**src/rtl/axis_current_guard_if.sv**
```systemverilog
// ---------------------------------------------------------------------------
// axis_current_guard_if
// Purpose : sample bus from the ADC/DAC interface into one axis current guard.
// Signals : cur_cmd   - commanded current (DAC setpoint), offset binary
//           adc_in    - measured current, offset binary, same scale
//           adc_valid - single-cycle strobe qualifying adc_in
// Modports: master drives the bus, slave (the guard) receives it.
// ---------------------------------------------------------------------------
interface axis_current_guard_if;

  logic [15:0] cur_cmd;
  logic [15:0] adc_in;
  logic        adc_valid;

  modport master (
    output cur_cmd,
    output adc_in,
    output adc_valid
  );

  modport slave (
    input cur_cmd,
    input adc_in,
    input adc_valid
  );

endinterface : axis_current_guard_if

```
**src/rtl/axis_current_guard.sv**
```systemverilog
// ---------------------------------------------------------------------------
// axis_current_guard
// Purpose : per-axis current-tracking safety monitor. While the amplifier is
//           enabled, every ADC sample's |cur_cmd - adc_in| is compared with
//           THRESH; a run of LIMIT consecutive over-threshold samples latches
//           safety_amp_disable until clear_disable is pulsed.
// Params  : THRESH - absolute error threshold in ADC counts (strict >)
//           LIMIT  - consecutive over-threshold samples to trip, 1..255
//           BLANK  - samples ignored after enable (0 = no blanking)
// Ports   : sysclk             - system clock, rising edge
//           reset              - synchronous active-high reset
//           adc_bus            - cur_cmd / adc_in / adc_valid sample bus
//           amp_disable        - amplifier disable for this axis (1 = off)
//           clear_disable      - one-cycle pulse, clears a latched trip
//           safety_amp_disable - latched trip output (registered)
//           err_abs            - |error| of the last valid sample (registered)
//           trip_count         - trips since reset, saturating (registered)
// ---------------------------------------------------------------------------
module axis_current_guard #(
  parameter logic [15:0] THRESH = 16'h0400,
  parameter logic [7:0]  LIMIT  = 8'd100,
  parameter logic [7:0]  BLANK  = 8'd10
) (
  input  logic                 sysclk,
  input  logic                 reset,
  axis_current_guard_if.slave  adc_bus,
  input  logic                 amp_disable,
  input  logic                 clear_disable,
  output logic                 safety_amp_disable,
  output logic [16:0]          err_abs,
  output logic [7:0]           trip_count
);

  localparam int unsigned DW = 16;
  localparam int unsigned EW = DW + 1;
  localparam int unsigned CW = 8;

  localparam logic [1:0] ST_IDLE    = 2'd0;
  localparam logic [1:0] ST_BLANK   = 2'd1;
  localparam logic [1:0] ST_MONITOR = 2'd2;
  localparam logic [1:0] ST_TRIPPED = 2'd3;

  // Last blanking strobe index; only meaningful when BLANK is non-zero.
  localparam logic [CW-1:0] BLANK_LAST = BLANK - CW'(1);
  localparam logic [EW-1:0] THRESH_X   = {1'b0, THRESH};
  localparam logic [CW-1:0] CNT_MAX    = {CW{1'b1}};

  // -------------------------------------------------------------------------
  // Error stage: magnitude of the 17-bit signed difference, captured with the
  // sample strobe. Offset-binary operands zero-extended so the difference
  // covers -65535..+65535 and the magnitude never overflows 17 bits.
  // -------------------------------------------------------------------------
  logic [EW-1:0] diff_c;
  logic [EW-1:0] err_mag_c;
  logic [EW-1:0] err_abs_q;
  logic          err_stb_q;

  always_comb begin
    diff_c    = {1'b0, adc_bus.cur_cmd} - {1'b0, adc_bus.adc_in};
    err_mag_c = diff_c[EW-1] ? (~diff_c + EW'(1)) : diff_c;
  end

  // Error register and its one-cycle-delayed strobe.
  always_ff @(posedge sysclk) begin
    if (reset) begin
      err_abs_q <= '0;
      err_stb_q <= 1'b0;
    end else begin
      err_stb_q <= adc_bus.adc_valid;
      if (adc_bus.adc_valid) begin
        err_abs_q <= err_mag_c;
      end
    end
  end

  // -------------------------------------------------------------------------
  // Supervisor FSM
  // -------------------------------------------------------------------------
  logic [1:0]    state_q,     state_d;
  logic [CW-1:0] blank_cnt_q, blank_cnt_d;
  logic [CW-1:0] err_cnt_q,   err_cnt_d;
  logic [CW-1:0] trip_cnt_q,  trip_cnt_d;
  logic          safety_q,    safety_d;

  logic          over_c;
  logic [CW-1:0] err_cnt_inc_c;
  logic          trip_c;

  // Qualifiers shared by the MONITOR branch.
  always_comb begin
    over_c        = (err_abs_q > THRESH_X);
    err_cnt_inc_c = err_cnt_q + CW'(1);
    trip_c        = err_stb_q && over_c && (err_cnt_inc_c == LIMIT);
  end

  // Next-state and next-output logic.
  always_comb begin
    state_d     = state_q;
    blank_cnt_d = blank_cnt_q;
    err_cnt_d   = err_cnt_q;
    trip_cnt_d  = trip_cnt_q;
    safety_d    = safety_q;

    case (state_q)
      ST_IDLE: begin
        blank_cnt_d = '0;
        err_cnt_d   = '0;
        safety_d    = 1'b0;
        if (!amp_disable) begin
          state_d = (BLANK == CW'(0)) ? ST_MONITOR : ST_BLANK;
        end
      end

      ST_BLANK: begin
        if (amp_disable) begin
          state_d     = ST_IDLE;
          blank_cnt_d = '0;
          err_cnt_d   = '0;
        end else if (err_stb_q) begin
          if (blank_cnt_q == BLANK_LAST) begin
            state_d     = ST_MONITOR;
            blank_cnt_d = '0;
          end else begin
            blank_cnt_d = blank_cnt_q + CW'(1);
          end
        end
      end

      ST_MONITOR: begin
        // A qualifying trip beats a same-cycle amp_disable.
        if (trip_c) begin
          state_d   = ST_TRIPPED;
          safety_d  = 1'b1;
          err_cnt_d = err_cnt_inc_c;
          if (trip_cnt_q != CNT_MAX) begin
            trip_cnt_d = trip_cnt_q + CW'(1);
          end
        end else if (amp_disable) begin
          state_d     = ST_IDLE;
          blank_cnt_d = '0;
          err_cnt_d   = '0;
        end else if (err_stb_q) begin
          err_cnt_d = over_c ? err_cnt_inc_c : '0;
        end
      end

      ST_TRIPPED: begin
        safety_d = 1'b1;
        if (clear_disable) begin
          state_d     = ST_IDLE;
          safety_d    = 1'b0;
          blank_cnt_d = '0;
          err_cnt_d   = '0;
        end
      end

      default: begin
        state_d     = ST_IDLE;
        blank_cnt_d = '0;
        err_cnt_d   = '0;
        safety_d    = 1'b0;
      end
    endcase
  end

  // State and counter registers.
  always_ff @(posedge sysclk) begin
    if (reset) begin
      state_q     <= ST_IDLE;
      blank_cnt_q <= '0;
      err_cnt_q   <= '0;
      trip_cnt_q  <= '0;
      safety_q    <= 1'b0;
    end else begin
      state_q     <= state_d;
      blank_cnt_q <= blank_cnt_d;
      err_cnt_q   <= err_cnt_d;
      trip_cnt_q  <= trip_cnt_d;
      safety_q    <= safety_d;
    end
  end

  assign safety_amp_disable = safety_q;
  assign err_abs            = err_abs_q;
  assign trip_count         = trip_cnt_q;

endmodule : axis_current_guard
```
**src/flat_wrapper.sv**
```systemverilog
// flat-port wrapper written by rule: the top's interface ports become plain ports
module axis_current_guard_flat 
#(
  parameter logic [15:0] THRESH = 16'h0400,
  parameter logic [7:0]  LIMIT  = 8'd100,
  parameter logic [7:0]  BLANK  = 8'd10
)
  (sysclk, reset, amp_disable, clear_disable, safety_amp_disable, err_abs, trip_count, adc_bus_cur_cmd, adc_bus_adc_in, adc_bus_adc_valid);
  axis_current_guard_if adc_bus_i ();
  input  logic sysclk;
  input  logic reset;
  input  logic amp_disable;
  input  logic clear_disable;
  output logic safety_amp_disable;
  output logic [16:0] err_abs;
  output logic [7:0] trip_count;
  input wire logic [$bits(adc_bus_i.cur_cmd)-1:0] adc_bus_cur_cmd;
  input wire logic [$bits(adc_bus_i.adc_in)-1:0] adc_bus_adc_in;
  input wire logic [$bits(adc_bus_i.adc_valid)-1:0] adc_bus_adc_valid;
  assign adc_bus_i.cur_cmd = adc_bus_cur_cmd;
  assign adc_bus_i.adc_in = adc_bus_adc_in;
  assign adc_bus_i.adc_valid = adc_bus_adc_valid;
  axis_current_guard #(.THRESH(THRESH), .LIMIT(LIMIT), .BLANK(BLANK)) u_core (.sysclk(sysclk), .reset(reset), .adc_bus(adc_bus_i), .amp_disable(amp_disable), .clear_disable(clear_disable), .safety_amp_disable(safety_amp_disable), .err_abs(err_abs), .trip_count(trip_count));
endmodule
```
**config.mk**
```make
export PLATFORM = sky130hd
export DESIGN_NAME = axis_current_guard_flat
export DESIGN_NICKNAME = d
export VERILOG_FILES = /design/src/rtl/axis_current_guard_if.sv /design/src/rtl/axis_current_guard.sv /design/src/flat_wrapper.sv
export SDC_FILE = /design/constraint.sdc
export NUM_CORES = 1
export LEC_CHECK = 0
export ABC_AREA = 0
export CORE_ASPECT_RATIO = 1.2
export CORE_UTILIZATION = 40
export DETAILED_ROUTE_END_ITERATION = 10
export HOLD_SLACK_MARGIN = 0.12
export PLACE_DENSITY = 0.72
export SLEW_MARGIN = 15
export SYNTH_ARGS = -nofsm -noshare
export SYNTH_HDL_FRONTEND = slang
export SYNTH_SLANG_ARGS = --single-unit
```
**constraint.sdc**
```tcl
create_clock -name sysclk -period 3.6 [get_ports sysclk]
set_input_delay 0.36 -clock sysclk [delete_from_list [all_inputs] [get_ports sysclk]]
set_output_delay 0.36 -clock sysclk [all_outputs]
set_load 0.1 [all_outputs]
```
# Word level (Yosys, flattened, before mapping)
# Index checks and enable logic that the tools add are counted.
# op_classes
reduce_logical,9
n_mux,24
n_bitwise,1
order_cmp,1
addsub,5
eq_ne,16
# op_table
op,n
8-bit two-way mux,10
8-bit one-hot mux with 4 select lines,2
"8-bit by 1-bit adder with 8-bit output, second input constant",3
"17-bit by 1-bit adder with 17-bit output, second input constant",1
"17-bit by 11-bit greater-than comparator with 1-bit output, second input constant",1
17-bit two-way mux,1
17-bit NOT,1
16-bit by 16-bit subtractor with 17-bit output,1
2-bit two-way mux,7
"2-bit inequality test, second input constant",5
"3-bit by 2-bit inequality test with 1-bit output, second input constant",3
"8-bit by 4-bit == test with 1-bit output, second input constant",1
"8-bit by 7-bit == test with 1-bit output, second input constant",1
"8-bit inequality test, second input constant",1
2-bit one-hot mux with 4 select lines,1
3-bit AND reduction,2
5-bit AND reduction,1
"2-bit == test, second input constant",2
"4-bit by 2-bit inequality test with 1-bit output, second input constant",1
4-bit AND reduction,1
1-bit one-hot mux with 3 select lines,1
3-bit nonzero test,1
"2-bit by 1-bit == test with 1-bit output, second input constant",1
1-bit logical AND,2
4 further kinds,5
# totals
regBits,45
out_inout_bits,26
wordCells,63
inputBits,37

# Depth between registers and ports, before layout
# Gate-level depths: netlist of the first run.
# logic_depth
depth_word,6
ltp_mapped,14
mapped_depth_nobuf,13

# Least setup slack after synthesis of the first run
# No wires, ideal clock.
# synth_timing
kind,flip-flop to flip-flop
start,register u_core.err_abs_q[12] (netlist: u_core.err_abs[12])
end,register u_core.blank_cnt_q[7]
arrival_ns,2.750
path_buffers,0
synth_period_minus_slack_ns,2.820
path_stages_with_launch,9
required_time_ns,3.530
path_slack_ns,0.780
setup_time_ns,0.070
cell_sequence,dfxtp_1 > or4_4 > a2111oi_4 > nand2b_2 > a21oi_2 > a22o_1 > or2_0 > or3_1 > a21oi_1
# synth_between
elab_chain_len,5
# synth_rtl
element,line_no,rtl
start: declaration,axis_current_guard.sv:55,logic [EW-1:0] err_abs_q;
start signal: assignment,axis_current_guard.sv:71,err_abs_q <= err_mag_c;
17-bit by 11-bit greater-than comparator with 1-bit output,axis_current_guard.sv:91,over_c = (err_abs_q > THRESH_X);
1-bit logical AND (2 in a row),axis_current_guard.sv:93,trip_c = err_stb_q && over_c && (err_cnt_inc_c == LIMIT);
2-bit inequality test (no source line),-,
4-bit AND reduction (no source line),-,
end signal: assignment,axis_current_guard.sv:176,blank_cnt_q <= blank_cnt_d;
end: declaration,axis_current_guard.sv:80,"logic [CW-1:0] blank_cnt_q, blank_cnt_d;"
# Every way passes these cells.
# A chain may end at the register's enable or synchronous reset.

# Final worst setup path of the first run
# layout_timing
start,input port adc_bus_adc_in[0]
end,register u_core.err_abs_q[13] (netlist: u_core.err_abs[13])
# layout_between
elab_chain_len,4
# layout_rtl
element,line_no,rtl
start: declaration,flat_wrapper.sv:18,input wire logic [$bits(adc_bus_i.adc_in)-1:0] adc_bus_adc_in;
16-bit by 16-bit subtractor with 17-bit output (*),axis_current_guard.sv:59,"diff_c = {1'b0, adc_bus.cur_cmd} - {1'b0, adc_bus.adc_in};"
17-bit NOT,axis_current_guard.sv:60,err_mag_c = diff_c[EW-1] ? (~diff_c + EW'(1)) : diff_c;
17-bit by 1-bit adder with 17-bit output,axis_current_guard.sv:60,
17-bit two-way mux (*),axis_current_guard.sv:60,
# Every way passes the cells marked *; elsewhere a longest branch is shown, timed or not.

==> flow_results.org, run 1 <==
** Timing
- Crit share post-route :: 0.877
- Maximum clock rate :: 317 MHz
- The worst pin sits at a relative slew slack of 0.327.
- The worst path needs 3160 ps of the cycle, external delays included.
- The number of max-slew violations in the final report was 0.
- The hold violation count in the final report came to 0.
- Setup TNS :: 0 ps
- Setup repair after global routing left no endpoint under its margin.
- Count of endpoints failing setup in the final report :: 0
- On the final layout, the worst clock skew is 10.8 ps.
- Slew at the pin with the worst max-slew slack :: 1010 ps

** Critical path
- At the worst endpoint, the required time is 3820 ps.
- Top fanout value on the critical path :: 3
- Data arrives at the worst endpoint at 3370 ps.
- By startpoint and endpoint, the worst setup path is classified as in2reg.
- Worst setup EP type :: register
- The worst setup path is launched from an input port.

** Logic synthesis
- Post-synthesis share of cell area spent on xor and xnor gates :: 0.0674
- Cell Area, Synth :: 3380 um^2
- Counting distinct cell types in the post-synthesis netlist gives 67.
- Sorting the synthesized cells by how often they occur yields sky130_fd_sc_hd__nor2_1, sky130_fd_sc_hd__dfxtp_1, sky130_fd_sc_hd__a21oi_1.
- Complex-gate fraction of the synthesized area :: 0.235
- Of the total synthesized cell area, the portion taken by AND, OR, NAND and NOR gates is 0.269.
- By area the synthesized netlist is led by sky130_fd_sc_hd__dfxtp_1, sky130_fd_sc_hd__ha_1, sky130_fd_sc_hd__nor2_1, sky130_fd_sc_hd__a21oi_1, sky130_fd_sc_hd__xnor2_1.
- Synth Warn # :: 0
- Syn_nets :: 488
- Among all cell types in the netlist, the one instantiated most often is sky130_fd_sc_hd__nor2_1.
- Instance count of the mapped netlist :: 428
- In this run, synthesis produced a sequential element count of 45.
- Post-synth top area share :: 0.267
- Fraction of the yosys area taken by sequential cells :: 0.267
- Dominant register cell in the synthesized netlist :: sky130_fd_sc_hd__dfxtp_1
- Combinational family with the most area after synthesis :: simple AND/OR/NAND/NOR gates
- Multiplexer fraction of the synthesized cell area :: 0.0267
- Top cell type by total area after synthesis :: sky130_fd_sc_hd__dfxtp_1
- Number of enable-type register cells in the synthesized netlist :: 0
- Mean instance size in the synthesized netlist :: 7.89 um^2
- FFs w/ async S/R, synth :: 0
- Of the total synthesized cell area, the portion taken by full adders, half adders and majority gates is 0.0874.

** Floorplanning
- The core region is 8150 um^2.
- The die covers 8820 um^2.
- Y dimension of the die :: 103 um
- Die span in x :: 85.9 um
- Starting utilization of the core area :: 0.414
- Row Count :: 36
- Pin placement for this block handled 63 I/O pins.

** Global route
- Global routing finished with a remaining overflow of 0.
- The via count of the first global-routing pass is 3,015.
- In the global route stage, met2 resource usage came out at 0.317.
- Global routing usage summed across all routing layers :: 0.181
- The layer flagged by global routing as most heavily used is met2.
- Entering global routing, the biggest net connects 45 pins.
- The first global-routing pass estimated 13.0 mm of wire.
- Initial antenna violation count :: 0
- For this run, global-route usage on met1 was measured as 0.217.
- For this run, global-route usage on met3 was measured as 0.0304.

** Cells and area
- FF/Latch Area :: 901 um^2
- Footprint of the multi-input gates :: 2310 um^2
- Layout-stage area growth over the synthesis result :: 25.3%
- Total inserted antenna cells :: 0
- # nets final :: 546
- Filler instances :: 803
- Fraction of final layout cells sized beyond drive strength 1 :: 0.0678

** Clocking
- Buffer type at the clock tree root :: sky130_fd_sc_hd__clkbuf_8
- Clock tree synthesis found a total of 45 sinks.
- Worst-path clk slew :: 90 ps
- The later pin in the worst-skew pair is clocked with a latency of 300 ps.
- Once the clock tree was built, the setup fixing pass inserted 0 buffers.
- Cells resized by post-CTS repair :: 0
- The clock tree synthesis step divided the H-tree into 2 levels.
- No sink is reached through more buffers than the 2 on the longest clock path.
- Number of clock buffers inserted by TritonCTS :: 5
- TritonCTS built the clock tree.
- # hold bufs at CTS :: 0

** Run status
- Result of the run :: finished, final reports clean

** Place
- At the end of routability-driven placement, the weighted congestion stood at 0.878.
- Port buffering added 62 buffers.
- Summed over all nets, the half-perimeter wirelength after detailed placement is 5.76 mm.

** Pwr
- For this design the static power due to leakage is 1.65 nW.
- Power comes to 1.64 mW.
- Maximum vdd ir drop :: 243 uV
- Areal power density over the cells :: 388 nW/um^2

** Detailed routing
- For this block, the via count after detailed routing is 3,274.
- Vias per inst :: 5.45
- After detailed routing, the average wire length per cell comes to 12.5 um.
- Residual antenna-violating net count after detailed routing :: 0
- Detailed-route DRC error count :: 0
- Summed over all layers, the routed wires come to 7.53 mm.
- Drt first pass iters :: 5
- Drt first-iter violations :: 112

** Worst hold path
- In this run the worst hold path is classified as reg2reg.

** Run
- Max-cap violations :: 0
## state kept, by name, summed over array words and instances (netlist names)
register / cells
u_core.err_cnt_q: 8
u_core.trip_count: 8
u_core.err_abs: 17
u_core.blank_cnt_q: 8
u_core.safety_amp_disable: 1
u_core.err_stb_q: 1
u_core.state_q: 2
## worst max-delay path, stage by stage
cell	delay, ps
sky130_fd_sc_hd__clkdlybuf4s50_1	460
sky130_fd_sc_hd__ha_1	180
sky130_fd_sc_hd__inv_1	60
sky130_fd_sc_hd__fa_1	410
sky130_fd_sc_hd__a211oi_2	260
sky130_fd_sc_hd__o21ai_1	140
sky130_fd_sc_hd__a41oi_2	280
sky130_fd_sc_hd__o21bai_1	140
sky130_fd_sc_hd__mux2i_1	140
sky130_fd_sc_hd__a211oi_1	350
sky130_fd_sc_hd__nor3_1	110
sky130_fd_sc_hd__or4_1	410
sky130_fd_sc_hd__o311ai_1	80
## power breakdown
part / total (mW) / switching, mW / internal (mW) / leakage (nW)
logic: 0.689 / 0.433 / 0.256 / 1.22
registers: 0.569 / 0.0409 / 0.528 / 0.367
clock network: 0.383 / 0.175 / 0.208 / 0.0554
total: 1.64 / 0.649 / 0.992 / 1.65
## cell type report
cell class,instances,area share
multi-input cells,340,0.547
flip-flops and latches,45,0.213
repair buffers,68,0.157
well taps,114,0.0337
inverters,26,0.0231
clock buffers,6,0.0171
clock inverters,2,0.00917
## metrics by stage
step / worst slack [ps] / cell area, um^2 / util / instances / hold slack (ps)
after CTS: 425 / 4230 / 0.519 / 601 / 498
after global placement: 218 / 4120 / 0.505 / 593 / 468
final: 444 / 4230 / 0.519 / 601 / 498
after detailed placement: 110 / 4120 / 0.505 / 593 / 485
after floorplan: 780 / 3380 / - / 428 / 453
after global routing: 282 / 4230 / 0.519 / 601 / 541
## final timing paths
check             slack, ps  cells after the start                     to           startpoint
setup reg to reg        800                      9  u_core.blank_cnt_q[7]    u_core.err_abs[5]
hold / removal          500                      2    u_core.err_cnt_q[7]  u_core.err_cnt_q[7]
setup / recovery        440                     13     u_core.err_abs[13]    adc_bus_adc_in[0]
hold reg to reg         500                      2    u_core.err_cnt_q[7]  u_core.err_cnt_q[7]
## layer usage
layer / vias up / wire length (um) / share of wire
met5: - / 0 / 0
met4: 0 / 199 / 0.026
met3: 17 / 237 / 0.031
met2: 77 / 3670 / 0.49
met1: 1524 / 3420 / 0.45
li1: 1656 / - / -
## layout by cell type (no fill, tap or decap), types with 7 or more instances in the layout
master	synthesis	layout
sky130_fd_sc_hd__clkdlybuf4s50_1	0	62
sky130_fd_sc_hd__nor2_1	56	56
sky130_fd_sc_hd__dfxtp_1	45	45
sky130_fd_sc_hd__a21oi_1	35	35
sky130_fd_sc_hd__inv_1	26	26
sky130_fd_sc_hd__o21ai_0	23	23
sky130_fd_sc_hd__ha_1	22	22
sky130_fd_sc_hd__xnor2_1	16	16
sky130_fd_sc_hd__nand2_1	14	14
sky130_fd_sc_hd__nand3_1	13	13
sky130_fd_sc_hd__or3_1	12	12
sky130_fd_sc_hd__a211oi_1	11	11
sky130_fd_sc_hd__and3_1	10	10
sky130_fd_sc_hd__xor2_1	10	10
sky130_fd_sc_hd__nand2b_1	9	9
sky130_fd_sc_hd__mux2i_1	9	9
sky130_fd_sc_hd__nand3b_1	9	9
sky130_fd_sc_hd__nor2b_1	7	7
## kinds of logic (layout without fill, tap and decap cells)
| kind of cell | after synthesis | in the layout |
|---|---|---|
| AO/OA/AOI/OAI | 117 | 117 |
| XOR/XNOR | 26 | 26 |
| adder cells (fa/ha/maj) | 23 | 23 |
| buffers and inverters | 43 | 102 |
| flip-flops | 45 | 45 |
| multiplexers | 9 | 9 |
| AND/OR/NAND/NOR | 165 | 165 |
(Power assumes the default switching activity.)
==> run 2, diff against run 1 <==
--- a/config.mk
+++ b/config.mk
@@ -6,9 +6,11 @@
 export NUM_CORES = 1
 export LEC_CHECK = 0
 export ABC_AREA = 0
+export ABC_CLOCK_PERIOD_IN_PS = 3600
 export CORE_ASPECT_RATIO = 1.2
 export CORE_UTILIZATION = 40
 export DETAILED_ROUTE_END_ITERATION = 10
+export GPL_TIMING_DRIVEN = 0
 export HOLD_SLACK_MARGIN = 0.12
 export PLACE_DENSITY = 0.72
 export SLEW_MARGIN = 15
==> flow_results.org, run 2 (same netlist as run 1, synthesis figures left out) <==
** Run status
- The run finished with clean final reports.

** Place
- The global placer's final weighted congestion was 0.909 (+3.5%).
- Worst slack after detailed placement :: -6.49 ps (-117 ps)
- The number of buffers added on ports was 61 (-1.6%).
- Half-perimeter wire length after detailed placement :: 6.26 mm (+8.6%)

** Floorplanning
- Row Count :: 36 (unchanged)
- The starting density of the core is 0.414 (unchanged).
- The die footprint was 8820 um^2 (unchanged).
- The core area was 8150 um^2 (unchanged).
- The horizontal extent of the die is 85.9 um (unchanged).
- The number of top-level design ports came to 63 (unchanged).
- The height of the die was 103 um (unchanged).

** Cells and area
- The flip-flop count of the largest register after layout was 17 (unchanged).
- # nets final :: 556 (+1.8%)
- The share of final-layout standard cells stronger than drive strength 1 is 0.0604 (-0.00740).
- The count of inserted antenna diode cells came to 0 (unchanged).
- The area growth from synthesis to layout is 25.7%.
- Leaving out fill and tap cells, the most frequent cells in the layout are sky130_fd_sc_hd__clkdlybuf4s50_1, sky130_fd_sc_hd__nor2_1, sky130_fd_sc_hd__dfxtp_1, sky130_fd_sc_hd__a21oi_1, sky130_fd_sc_hd__inv_1.
- Leading cell type in the layout, fill and taps excluded :: sky130_fd_sc_hd__clkdlybuf4s50_1

** Global route
- Via count of the first global-routing pass :: 2,995 (-0.66%)
- Initial antenna violation count :: 0 (unchanged)
- Global-route wire length before repair :: 13.3 mm (+1.9%)
- The met1 global-route usage is 0.214 (-0.00364).
- The global-route track usage on met2 was 0.352 (+0.0348).
- In this run the most used layer during global routing was met2.
- GR Layer Usage met3 :: 0.0208 (-0.00961)
- Residual overflow from global routing :: 0 (unchanged)
- Maximum number of pins on one net before global-route repair :: 16 (-64%)
- The global-route total usage across every layer came to 0.183 (+0.00232).

** Detailed routing
- Drt first pass iters :: 4 (-1)
- Drt first-iter violations :: 78 (-30%)
- The total via count after detailed routing came to 3,277 (+0.092%).
- Vias per inst :: 5.36 (-1.5%)
- The count of nets left with antenna violations after detail routing came to 0 (unchanged).
- The overall routed net length is 7.90 mm (+4.9%).
- Detailed-route DRC error count :: 0 (unchanged)
- The average routed wire per standard cell was 12.9 um (+3.1%).

** Worst hold path
- Endpoint of the worst hold path :: u_core.err_cnt_q[7]
- In this run the worst hold path is classified as reg2reg.
- In this run the most critical hold path is launched from u_core.err_cnt_q[7].
- The number of cells on the worst hold path was 2 (unchanged).

** Critical path
- In this run the critical register-to-register path is captured at u_core.trip_count[5].
- The maximum fanout along the worst path came to 6 (+3).
- The setup path with the least slack is of type in2reg.
- Worst path arrival time :: 3530 ps (+160 ps)
- Source of the worst register-to-register timing path :: u_core.err_cnt_q[0]
- Type of origin of the critical path :: input port
- Worst setup EP type :: register
- Reg2reg setup slack :: 920 ps (+120 ps)
- Worst Reg-to-Reg Cells :: 9 (unchanged)
- Critical path required time :: 3810 ps (about the same)

** Pwr
- Part of the total power dissipated in sequential elements :: 0.339 (-0.008)
- The combinational fraction of design power came to 0.426 (+0.006).
- P_leak :: 1.64 nW (-0.62%)
- The power share of the clock group came to 0.235 (+0.002).
- The share of total power consumed by net switching was 0.400 (+0.00491).
- The internal power contribution was 989 uW (-0.37%).
- The power density of the placed cells is 388 nW/um^2 (about the same).
- Maximum vdd ir drop :: 185 uV (-24%)
- The net switching power was 660 uW (+1.7%).

** Timing
- Crit share post-route :: 0.923 (+0.0465)
- Slew margin rel. :: 0.322 (-0.00515)
- The hold violation count in the final report was 0 (unchanged).
- Maximum clock rate :: 301 MHz (-5.0%)
- Setup repair after global routing left no endpoint under its margin.
- The number of max-slew violations in the final report came to 0 (unchanged).
- Count of endpoints failing setup in the final report :: 0 (unchanged)
- Worst hold slack :: 495 ps (-3.22 ps)
- Setup TNS :: 0 ps (unchanged)
- Final critical path time including I/O delays and setup :: 3320 ps (+168 ps)
- Worst setup skew after layout :: 13.1 ps (+2.33 ps)
- Final Worst Setup Slack :: 277 ps (-168 ps)
- The pin slew with the least headroom to its limit is 1010 ps (+7.71 ps).

** Clocking
- The post-CTS clock slew at the launch and capture registers of the worst setup and hold paths was 90 ps (about the same).
- The number of buffers on the longest clock path was 2 (unchanged).
- CTS tree :: yes
- H-tree Lvls :: 2 (unchanged)
- The clock latency on the worst-skew pair was 300 ps (about the same).
- The post-CTS setup buffer count is 0 (unchanged).
- The number of clock buffers inserted by TritonCTS came to 5 (unchanged).
- The number of cells upsized or downsized after cts came to 0 (unchanged).
- # hold bufs at CTS :: 0 (unchanged)
- Sinks on Clock Net :: 45 (unchanged)
- The tree is rooted in a sky130_fd_sc_hd__clkbuf_8.

** Run
- Max-cap violations :: 0 (unchanged)
-- run 2: cell types whose count changed in the layout (fill, tap and decap cells not counted) --
cell                              delta
sky130_fd_sc_hd__buf_1               +1
sky130_fd_sc_hd__buf_2               +2
sky130_fd_sc_hd__buf_4               -6
sky130_fd_sc_hd__clkbuf_1           +13
sky130_fd_sc_hd__clkdlybuf4s50_1     -1
sky130_fd_sc_hd__clkinvlp_4          +1
sky130_fd_sc_hd__o311ai_0            -1
sky130_fd_sc_hd__o311ai_1            +1
-- run 2: metal layers --
metal	routed length, um	part of all wire
met1	3440	0.44
met2	4090	0.52
met3	257	0.033
met4	115	0.015
met5	0	0
-- run 2: critical path, stage by stage --
cell and delay [ps]:
sky130_fd_sc_hd__clkdlybuf4s50_1 460, sky130_fd_sc_hd__ha_1 180, sky130_fd_sc_hd__inv_1 60, sky130_fd_sc_hd__fa_1 410
sky130_fd_sc_hd__a211oi_2 280, sky130_fd_sc_hd__nor2_1 90, sky130_fd_sc_hd__xor2_1 170, sky130_fd_sc_hd__or2_1 310
sky130_fd_sc_hd__nor4_4 360, sky130_fd_sc_hd__nand2_1 150, sky130_fd_sc_hd__nor3_2 350, sky130_fd_sc_hd__nand4_1 140
sky130_fd_sc_hd__a31oi_1 200
-- run 2: worst max path at each step --
stage / start / endpoint / slack (ps) / cells after the start
2_1_floorplan: u_core.err_abs[12] / u_core.blank_cnt_q[7] / 780 / 8
3_3_place_gp: adc_bus_adc_in[0] / u_core.err_abs[15] / 70 / 13
3_5_place_dp: adc_bus_adc_in[0] / u_core.err_abs[15] / -6 / 13
4_1_cts: adc_bus_adc_in[0] / u_core.err_abs[15] / 290 / 13
5_1_grt: adc_bus_adc_in[0] / u_core.err_abs[15] / 20 / 13
6_report: adc_bus_adc_in[0] / u_core.err_abs[15] / 280 / 13
-- run 2: metrics by stage --
step | instances | utilization | cell area, um^2 | power [mW]
after detailed placement | 603 | 0.507 | 4130 | 1.27
after floorplan | 428 | - | 3380 | 1.10
after CTS | 611 | 0.521 | 4250 | 1.66
after global placement | 603 | 0.507 | 4130 | 1.26
final | 611 | 0.521 | 4250 | 1.65
after global routing | 611 | 0.521 | 4250 | 1.74
-- run 2: final cells by class --
class	instances	area (um^2)
fillers	797	3910
multi-input cells	340	2310
flip-flops and latches	45	901
repair buffers	61	611
well taps	114	143
inverters	26	97.6
clock buffers	5	68.8
plain buffers	17	66.3
clock inverters	3	46.3
-- run 2: power by group through the flow --
stage	clock [mW]	sequential [mW]	combinational, mW
finish	0.387	0.559	0.702
detailed placement	0	0.571	0.700
global placement	0	0.571	0.685
CTS	0.394	0.560	0.703
global route	0.420	0.563	0.759
floorplan	0	0.733	0.363
